$ cat src/rtl/adc_apb_pkg.sv
// Register map, status bit positions, result error codes and sequence states
// shared by the ADC APB conversion sequencer and its transfer engine.
package adc_apb_pkg;

  localparam logic [11:0] REG_STATUS = 12'h000;
  localparam logic [11:0] REG_MEAS   = 12'h004;
  localparam logic [11:0] REG_PLL    = 12'h008;
  localparam logic [11:0] REG_AMUX   = 12'h00C;
  localparam logic [11:0] REG_TRIG   = 12'h010;

  localparam int STATUS_DONE_BIT = 0;
  localparam int STATUS_BUSY_BIT = 1;

  typedef enum logic [1:0] {
    ERR_OK      = 2'b00,
    ERR_SLV     = 2'b01,
    ERR_TIMEOUT = 2'b10
  } res_err_e;

  typedef enum logic [2:0] {
    S_IDLE, S_AMUX, S_TRIG, S_POLL, S_GAP, S_MEAS, S_RESP
  } seq_state_e;

endpackage

$ cat src/rtl/apb_master_port.sv
// Single APB transfer engine: req starts SETUP next cycle, ACCESS held until PREADY.
// done is combinational in the completing cycle; a req in that cycle chains the next SETUP.
module apb_master_port #(
  parameter int ADDR_WIDTH = 12,
  parameter int DATA_WIDTH = 32
) (
  input  logic                  PCLK,
  input  logic                  PRESETn,
  input  logic                  req,
  input  logic [ADDR_WIDTH-1:0] req_addr,
  input  logic                  req_write,
  input  logic [DATA_WIDTH-1:0] req_wdata,
  output logic                  done,
  output logic [DATA_WIDTH-1:0] rdata,
  output logic                  err,
  output logic                  PSEL,
  output logic                  PENABLE,
  output logic                  PWRITE,
  output logic [ADDR_WIDTH-1:0] PADDR,
  output logic [DATA_WIDTH-1:0] PWDATA,
  input  logic [DATA_WIDTH-1:0] PRDATA,
  input  logic                  PREADY,
  input  logic                  PSLVERR
);

  logic                  psel_q, psel_d;
  logic                  penable_q, penable_d;
  logic                  pwrite_q, pwrite_d;
  logic [ADDR_WIDTH-1:0] paddr_q, paddr_d;
  logic [DATA_WIDTH-1:0] pwdata_q, pwdata_d;

  assign done  = psel_q & penable_q & PREADY;
  assign rdata = PRDATA;
  assign err   = PSLVERR;

  always_comb begin
    psel_d    = psel_q;
    penable_d = penable_q;
    pwrite_d  = pwrite_q;
    paddr_d   = paddr_q;
    pwdata_d  = pwdata_q;
    if (req) begin
      psel_d    = 1'b1;
      penable_d = 1'b0;
      pwrite_d  = req_write;
      paddr_d   = req_addr;
      pwdata_d  = req_wdata;
    end else if (done) begin
      psel_d    = 1'b0;
      penable_d = 1'b0;
    end else if (psel_q) begin
      penable_d = 1'b1;
    end
  end

  always_ff @(posedge PCLK or negedge PRESETn) begin
    if (!PRESETn) begin
      psel_q    <= 1'b0;
      penable_q <= 1'b0;
      pwrite_q  <= 1'b0;
      paddr_q   <= '0;
      pwdata_q  <= '0;
    end else begin
      psel_q    <= psel_d;
      penable_q <= penable_d;
      pwrite_q  <= pwrite_d;
      paddr_q   <= paddr_d;
      pwdata_q  <= pwdata_d;
    end
  end

  assign PSEL    = psel_q;
  assign PENABLE = penable_q;
  assign PWRITE  = pwrite_q;
  assign PADDR   = paddr_q;
  assign PWDATA  = pwdata_q;

endmodule

$ cat src/rtl/adc_apb_sequencer.sv
// Runs AMUX write, trigger, status polling and measurement read per command; result
// held until res_ready, new commands taken only when idle with no pending result.
module adc_apb_sequencer
  import adc_apb_pkg::*;
#(
  parameter int ADDR_WIDTH = 12,
  parameter int DATA_WIDTH = 32,
  parameter int MAX_POLLS  = 16,
  parameter int POLL_GAP   = 4
) (
  input  logic                  PCLK,
  input  logic                  PRESETn,
  input  logic                  cmd_valid,
  output logic                  cmd_ready,
  input  logic [3:0]            cmd_channel,
  output logic                  res_valid,
  input  logic                  res_ready,
  output logic [DATA_WIDTH-1:0] res_data,
  output logic [3:0]            res_channel,
  output logic [1:0]            res_err,
  output logic                  PSEL,
  output logic                  PENABLE,
  output logic                  PWRITE,
  output logic [ADDR_WIDTH-1:0] PADDR,
  output logic [DATA_WIDTH-1:0] PWDATA,
  input  logic [DATA_WIDTH-1:0] PRDATA,
  input  logic                  PREADY,
  input  logic                  PSLVERR
);

  localparam int PCW = $clog2(MAX_POLLS + 1);
  localparam int GCW = (POLL_GAP > 0) ? $clog2(POLL_GAP + 1) : 1;

  seq_state_e            state_q, state_d;
  logic [PCW-1:0]        poll_cnt_q, poll_cnt_d, poll_inc;
  logic [GCW-1:0]        gap_cnt_q, gap_cnt_d;
  logic [3:0]            chan_q, chan_d;
  logic                  cmd_ready_q, cmd_ready_d;
  logic                  res_valid_q, res_valid_d;
  logic [DATA_WIDTH-1:0] res_data_q, res_data_d;
  res_err_e              res_err_q, res_err_d;

  logic                  req, req_write, xfer_done, xfer_err;
  logic [ADDR_WIDTH-1:0] req_addr;
  logic [DATA_WIDTH-1:0] req_wdata, xfer_rdata;

  assign poll_inc = poll_cnt_q + PCW'(1);

  always_comb begin
    state_d     = state_q;
    poll_cnt_d  = poll_cnt_q;
    gap_cnt_d   = gap_cnt_q;
    chan_d      = chan_q;
    res_valid_d = res_valid_q;
    res_data_d  = res_data_q;
    res_err_d   = res_err_q;
    req         = 1'b0;
    req_addr    = ADDR_WIDTH'(REG_STATUS);
    req_write   = 1'b0;
    req_wdata   = '0;
    // A slave error on any completing transfer abandons the rest of the sequence.
    if (xfer_done && xfer_err) begin
      state_d     = S_RESP;
      res_valid_d = 1'b1;
      res_data_d  = '0;
      res_err_d   = ERR_SLV;
    end else begin
      case (state_q)
        S_IDLE: if (cmd_valid && cmd_ready_q) begin
          state_d    = S_AMUX;
          chan_d     = cmd_channel;
          poll_cnt_d = '0;
          req        = 1'b1;
          req_addr   = ADDR_WIDTH'(REG_AMUX);
          req_write  = 1'b1;
          req_wdata  = DATA_WIDTH'(cmd_channel);
        end
        S_AMUX: if (xfer_done) begin
          state_d   = S_TRIG;
          req       = 1'b1;
          req_addr  = ADDR_WIDTH'(REG_TRIG);
          req_write = 1'b1;
          req_wdata = DATA_WIDTH'(1);
        end
        S_TRIG: if (xfer_done) begin
          state_d = S_POLL;
          req     = 1'b1;
        end
        S_POLL: if (xfer_done) begin
          poll_cnt_d = poll_inc;
          if (xfer_rdata[STATUS_DONE_BIT]) begin
            state_d  = S_MEAS;
            req      = 1'b1;
            req_addr = ADDR_WIDTH'(REG_MEAS);
          end else if (poll_inc == PCW'(MAX_POLLS)) begin
            state_d     = S_RESP;
            res_valid_d = 1'b1;
            res_data_d  = '0;
            res_err_d   = ERR_TIMEOUT;
          end else if (POLL_GAP == 0) begin
            req = 1'b1;
          end else begin
            state_d   = S_GAP;
            gap_cnt_d = GCW'(POLL_GAP - 1);
          end
        end
        S_GAP: begin
          if (gap_cnt_q == '0) begin
            state_d = S_POLL;
            req     = 1'b1;
          end else begin
            gap_cnt_d = gap_cnt_q - GCW'(1);
          end
        end
        S_MEAS: if (xfer_done) begin
          state_d     = S_RESP;
          res_valid_d = 1'b1;
          res_data_d  = xfer_rdata;
          res_err_d   = ERR_OK;
        end
        S_RESP: if (res_ready) begin
          state_d     = S_IDLE;
          res_valid_d = 1'b0;
        end
        default: state_d = S_IDLE;
      endcase
    end
    cmd_ready_d = (state_d == S_IDLE) && !res_valid_d;
  end

  always_ff @(posedge PCLK or negedge PRESETn) begin
    if (!PRESETn) begin
      state_q     <= S_IDLE;
      poll_cnt_q  <= '0;
      gap_cnt_q   <= '0;
      chan_q      <= '0;
      cmd_ready_q <= 1'b0;
      res_valid_q <= 1'b0;
      res_data_q  <= '0;
      res_err_q   <= ERR_OK;
    end else begin
      state_q     <= state_d;
      poll_cnt_q  <= poll_cnt_d;
      gap_cnt_q   <= gap_cnt_d;
      chan_q      <= chan_d;
      cmd_ready_q <= cmd_ready_d;
      res_valid_q <= res_valid_d;
      res_data_q  <= res_data_d;
      res_err_q   <= res_err_d;
    end
  end

  apb_master_port #(.ADDR_WIDTH(ADDR_WIDTH), .DATA_WIDTH(DATA_WIDTH)) u_port (
    .PCLK(PCLK), .PRESETn(PRESETn),
    .req(req), .req_addr(req_addr), .req_write(req_write), .req_wdata(req_wdata),
    .done(xfer_done), .rdata(xfer_rdata), .err(xfer_err),
    .PSEL(PSEL), .PENABLE(PENABLE), .PWRITE(PWRITE), .PADDR(PADDR), .PWDATA(PWDATA),
    .PRDATA(PRDATA), .PREADY(PREADY), .PSLVERR(PSLVERR)
  );

  assign cmd_ready   = cmd_ready_q;
  assign res_valid   = res_valid_q;
  assign res_data    = res_data_q;
  assign res_channel = chan_q;
  assign res_err     = res_err_q;

endmodule

$ cat config.mk
export PLATFORM = sky130hd
export DESIGN_NAME = adc_apb_sequencer
export DESIGN_NICKNAME = d
export VERILOG_FILES = /design/src/rtl/adc_apb_pkg.sv /design/src/rtl/apb_master_port.sv /design/src/rtl/adc_apb_sequencer.sv
export SDC_FILE = /design/constraint.sdc
export NUM_CORES = 1
export LEC_CHECK = 0
export BUFFER_PORTS_ARGS = -buffer_cell sky130_fd_sc_hd__buf_4
export CAP_MARGIN = 10
export CORE_MARGIN = 10
export CORE_UTILIZATION = 40
export CTS_CLUSTER_SIZE = 40
export DETAILED_ROUTE_END_ITERATION = 8
export PLACE_DENSITY = 0.69
export REMOVE_ABC_BUFFERS = 1
export SETUP_SLACK_MARGIN = 0.2
export SYNTH_ARGS = -nofsm -noshare
export SYNTH_HDL_FRONTEND = slang
export SYNTH_SLANG_ARGS = --single-unit
$ cat constraint.sdc
create_clock -name PCLK -period 2 [get_ports PCLK]
set_clock_uncertainty 0.15 [all_clocks]
set_input_delay 0.2 -clock PCLK [delete_from_list [all_inputs] [get_ports PCLK]]
set_output_delay 0.2 -clock PCLK [all_outputs]
set_load 0.02 [all_outputs]
; ---- After elaboration in Yosys (flattened, before gate mapping)
; Index checks and enable logic that the tools add are counted.
[word_totals]
wordCells = 113
register_bits = 98
[op_classes]
n_reduce_logical = 17
add_sub_neg = 2
mux = 62
bitwise_logic = 3
n_eq_ne = 16
[ops]
columns = op, count
row1 = $mux W32, 5
row2 = $pmux W32 S2, 1
row3 = $mux W3, 14
row4 = $pmux W3 S7, 1
row5 = $mux W5, 4
row6 = $mux W1, 19
row7 = $pmux W5 S3, 1
row8 = $mux W2, 7
row9 = $mux W4, 3
row10 = $ne A3 B3 Y1 const B, 4
row11 = $ne A2 B2 Y1 const B, 5
row12 = $pmux W5 S2, 1
row13 = $eq A3 B3 Y1 const B, 3
row14 = $logic_not A3 Y1, 3
row15 = $pmux W4 S2, 1
row16 = $eq A3 B2 Y1 const B, 2
row17 = $pmux W3 S2, 1
row18 = $reduce_and A6 Y1, 1
row19 = $reduce_bool A2 Y1, 3
row20 = $reduce_bool A3 Y1, 2
row21 = $add A5 B1 Y5 const B, 1
row22 = $eq A5 B5 Y1 const B, 1
row23 = $reduce_and A5 Y1, 1
row24 = $pmux W1 S4, 1
row25 = 12 further kinds, 15

; ---- Depth between registers and ports, before layout
[depth]
word_depth = 9
depth_mapped = 7

; ---- Modules after synthesis
; A second synthesis with hierarchy kept.
[unflattened]
hier_cells = 336
area_unflattened_um2 = 4450.5
[modules_own_cells]
columns = mod, cells_each, instances, area_per_inst_um2, seq_area_each_um2
row1 = adc_apb_sequencer, 201, 1, 2338.5, 1276.2
row2 = apb_master_port, 135, 1, 2112.0, 1176.1

; ---- Worst setup path after synthesis
; OpenSTA, ideal clock, no wires.
[synth_timing]
path_type = reg2reg
startpoint = register poll_cnt_q[0]
endpoint = register gap_cnt_q[1]
path_stages_with_launch = 7
arrival_ns = 1.706
path_slack_ns = 0.019
period_less_slack_ns = 1.981
setup_ns = 0.125
required_ns = 1.725
cell_sequence = dfrtp_1 -> ha_1 -> and3_1 -> mux2i_1 -> nand3_1 -> nor2b_4 -> mux2_4
[synth_between]
elab_chain_len = 4
[synth_lines]
columns = item, line
row1 = start: declaration, adc_apb_sequencer.sv:35  ; logic [PCW-1:0] poll_cnt_q, poll_cnt_d, poll_inc;
row2 = start signal: assignment, adc_apb_sequencer.sv:143  ; poll_cnt_q <= poll_cnt_d;
row3 = $add A5 B1 Y5, adc_apb_sequencer.sv:47  ; assign poll_inc = poll_cnt_q + PCW'(1);
row4 = $eq A5 B5 Y1, adc_apb_sequencer.sv:95  ; end else if (poll_inc == PCW'(MAX_POLLS)) begin
row5 = $ne A2 B2 Y1 (no line), --
row6 = $reduce_and A6 Y1 (no line), --
row7 = end signal: assignment, adc_apb_sequencer.sv:144  ; gap_cnt_q <= gap_cnt_d;
row8 = end: declaration, adc_apb_sequencer.sv:36  ; logic [GCW-1:0] gap_cnt_q, gap_cnt_d;
; No other way between the ends.
; A chain may end at the register's enable or synchronous reset.

; ---- Worst setup path after layout
[layout_timing]
startpoint = register poll_cnt_q[0]
endpoint = register res_data_q[27], in the netlist res_data[27]
[layout_between]
elab_chain_len = 4
[layout_lines]
columns = item, line
row1 = $add A5 B1 Y5, adc_apb_sequencer.sv:47
row2 = $eq A5 B5 Y1, adc_apb_sequencer.sv:95
row3 = $ne A3 B3 Y1 (no line), --
row4 = $reduce_and A5 Y1 (no line), --
row5 = end signal: assignment, adc_apb_sequencer.sv:148  ; res_data_q <= res_data_d;
row6 = end: declaration, adc_apb_sequencer.sv:40  ; logic [DATA_WIDTH-1:0] res_data_q, res_data_d;
; No other way between the ends.

==> summary.md <==
| Metric | Value |
|---|---|
| Num CTS Buffers | 9 |
| Core area | 7690 um^2 |
| Status | completed |
| Number of enable flip-flop cells after synthesis | 0 |
| Largest net degree at the start of global routing | 62 |
| Unrepaired setup endpoints after global routing | yes |
| CP cell instances | ha_2, and3_4, mux2i_4, a31oi_2, buf_12, a22o_1 |
| Crit Path Max Fanout | 31 |
| Post-synth cell types | 56 |
| Share of cells above drive strength 1 | 0.355 |
| Critical path's top delay family | compound AO/OA/AOI/OAI gates |
| Routed len/inst | 15.4 um |
| Pre-CTS setup slack | 0.0344 ns |
| Slew headroom | 0.481 |
| DIE AREA | 11800 um^2 |
| Crit path arrival time | 1.97 ns |
| Top-area cell type share of the netlist area | 0.484 |
| Total gr overflow | 0 |
| Final WL | 9.04 mm |
| Non-Filler Instances | 587 |
| P_leak | 0.00230 uW |
| Tmin final | 1.90 ns |
| Antenna cells | 0 |
| Clock Power Share | 0.431 |
| Sw Ratio | 0.231 |
| GRT met1 Usage | 0.181 |
| Max-slew violation count | 0 |
| Warnings, synthesis | 0 |
| Final Hold Fails | 0 |
| FF+latch count, synth | 61 |
| Cell Int Power | 1960 uW |
| Num Clock Sinks | 61 |
| Worst Hold Class | in2reg |
| Vias in the first global route | 2884 |
| Synth area leader | dfrtp_1 |
| Via count | 2865 |
| Final layout net count | 527 |
| Power share of the combinational group | 0.085 |
| Maximum buffer depth of the clock tree | 2 |
| Most Crowded Layer GR | met2 |
| CP Launch Type | flop |
| CTS tree | done |
| Final Cell Area | 4660 um^2 |
| Highest clock rate | 0.525 GHz |
| Total power | 2550 uW |
| H-Tree Depth | 3 |
| Sequential fraction of design power | 0.484 |
| First-pass GRT wire length | 14.7 mm |
| Area after DPL | 3920 um^2 |
| Max-Cap Viols | 0 |
| Count of placed standard cells including taps | 527 |
| HPWL Detailed | 6.33 mm |
| Psw | 588 uW |
| Most frequent cells in the layout | buf_4, nand2_1, dfrtp_1 |
| Via-per-instance ratio | 4.88 |
| Initial drt markers | 141 |
| Peak supply drop | 385 uV |
| DIE WIDTH | 109 um |
| Synthesized area per cell | 9.53 um^2 |
| Met3 usage | 0.0560 |
| Die Span Y | 109 um |
| Clk root buf | clkbuf_8 |
| Ranking of synthesized cells by area | dfrtp_1, buf_4, nand2_1, o21ai_0, a22o_1 |
| Antenna violations before repair | 0 |
| PwrDens | 547 nW/um^2 |
| Setup violators final | 0 |
| Crit end category | flop |
| Data required time of the worst path | 2.07 ns |
| Ys async rst share | 1.00 |
| Antenna Violating Nets Remaining | 0 |
| GP Congestion | 0.879 |
| Most used DFF post-synth | dfrtp_1 |
| Mapped Area | 3160 um^2 |
| Largest stage delay on the critical path | 0.36 ns |
| Port bufs | 91 |
| DR pass1 iterations | 4 |
| M2 GR Usage | 0.258 |
| Period utilisation layout | 0.952 |
| DRC Markers | 0 |
| CP Buf/Inv Count | 1 |
| Clk_lat worst skew | 0.33 ns |
| Most common cell after layout, fill and taps aside | buf_4 |
| Top-level I/O count | 129 |
| Setup CP Type | reg2reg |
| Worst-path clk slew | 0.07 ns |
| Area delta synth->final | 47.8% |
| # rows | 32 |
| Final worst slack | 0.0958 ns |
| Initial Utilization | 0.410 |
| Cell count after synthesis | 331 |
| Slowest-stage cell, CP | dfrtp_1 |
| Register area share after synthesis | 0.484 |
| Worst slew pin tran | 0.778 ns |
| Gr usage total | 0.153 |
| Fin util | 0.607 |
[Yosys cell counts, types with 4 or more instances]
cell	n
o21ai_1	7
a21oi_1	9
a22oi_1	4
a31oi_1	5
nor2_1	15
a22o_1	12
ha_1	4
nand2_1	75
dfrtp_1	61
o21ai_0	25
clkbuf_1	8
inv_1	5
buf_4	41
and3_1	4
nand4_1	4
[tightest hold or removal path: cells and delay by family]
family	cells	cell delay, ns
AOI/OAI and AO/OA	1	0.06
and+or+nand+nor	1	0.06
buffers and inverters	1	0.15
[cells by family (layout without fill, tap and decap cells)]
family / count (synthesis) / in the layout / share of synthesized area
AO/OA/AOI/OAI: 81 / 81 / 0.178
XOR/XNOR: 1 / 1 / 0.00278
adder cells (fa/ha/maj): 4 / 4 / 0.0159
buffers and inverters: 57 / 175 / 0.120
flip-flops: 61 / 61 / 0.484
multiplexers: 2 / 2 / 0.00793
other: 1 / 37 / 0.00119
AND/OR/NAND/NOR: 124 / 124 / 0.191
[repair_timing]
item                                    in CTS  in global routing
endpoints found under the setup margin      53                 57
setup buffers                                5                  4
gates resized for setup                     11                 25
hold endpoints to repair                    99                  0
hold buffers                                36                  0
pin swaps                                    3                 18
[power by group through the flow]
stage	logic, uW	registers, uW	clock network (uW)
floorplan	61.2	1260	0
global placement	156	1260	0
detailed placement	157	1260	0
CTS	213	1230	1130
global route	237	1230	1190
finish	218	1230	1100
[flip-flops by register name, summed over array words and instances, names as in the netlist]
register / flops
res_data: 32
poll_cnt_q: 5
res_channel: 4
u_port.PWDATA: 4
gap_cnt_q: 3
state_q: 3
u_port.PADDR: 3
res_err: 2
cmd_ready: 1
res_valid: 1
u_port.PENABLE: 1
u_port.PSEL: 1
u_port.PWRITE: 1
[path summary, 6_finish.rpt]
path / slack (ns) / to / cells after the start / from
max: 0.1 / res_data[27] / 6 / poll_cnt_q[0]
min: 0.03 / res_data[0] / 3 / PRDATA[0]
max reg2reg: 0.1 / res_data[27] / 6 / poll_cnt_q[0]
min reg2reg: 0.33 / res_channel[2] / 2 / res_channel[2]
max in group asynchronous: 0.80 / state_q[2] / 2 / PRESETn
min in group asynchronous: 0.33 / poll_cnt_q[1] / 2 / PRESETn
[through the flow]
step / TNS, ns / hold WS [ns]
2_1_floorplan: -9.44 / -0.246
3_3_place_gp: 0 / 0.180
3_5_place_dp: 0 / 0.186
4_1_cts: 0 / 0.0183
5_1_grt: 0 / 0.0341
6_report: 0 / 0.0339
[metal layers]
metal  vias up  wire length [um]
li1       1368                 -
met1      1372              3800
met2       113              4420
met3        12               738
met4         0                83
met5         -                 0
[cell type report]
class	instances	area (um^2)
fill	668	3020
sequential	61	1530
multi-input combinational	249	1510
timing repair buffer	155	1280
clock buffer	11	151
tap	102	128
clock inverter	4	47.5
inverter	5	18.8
Power figures use the tool's default switching activity.
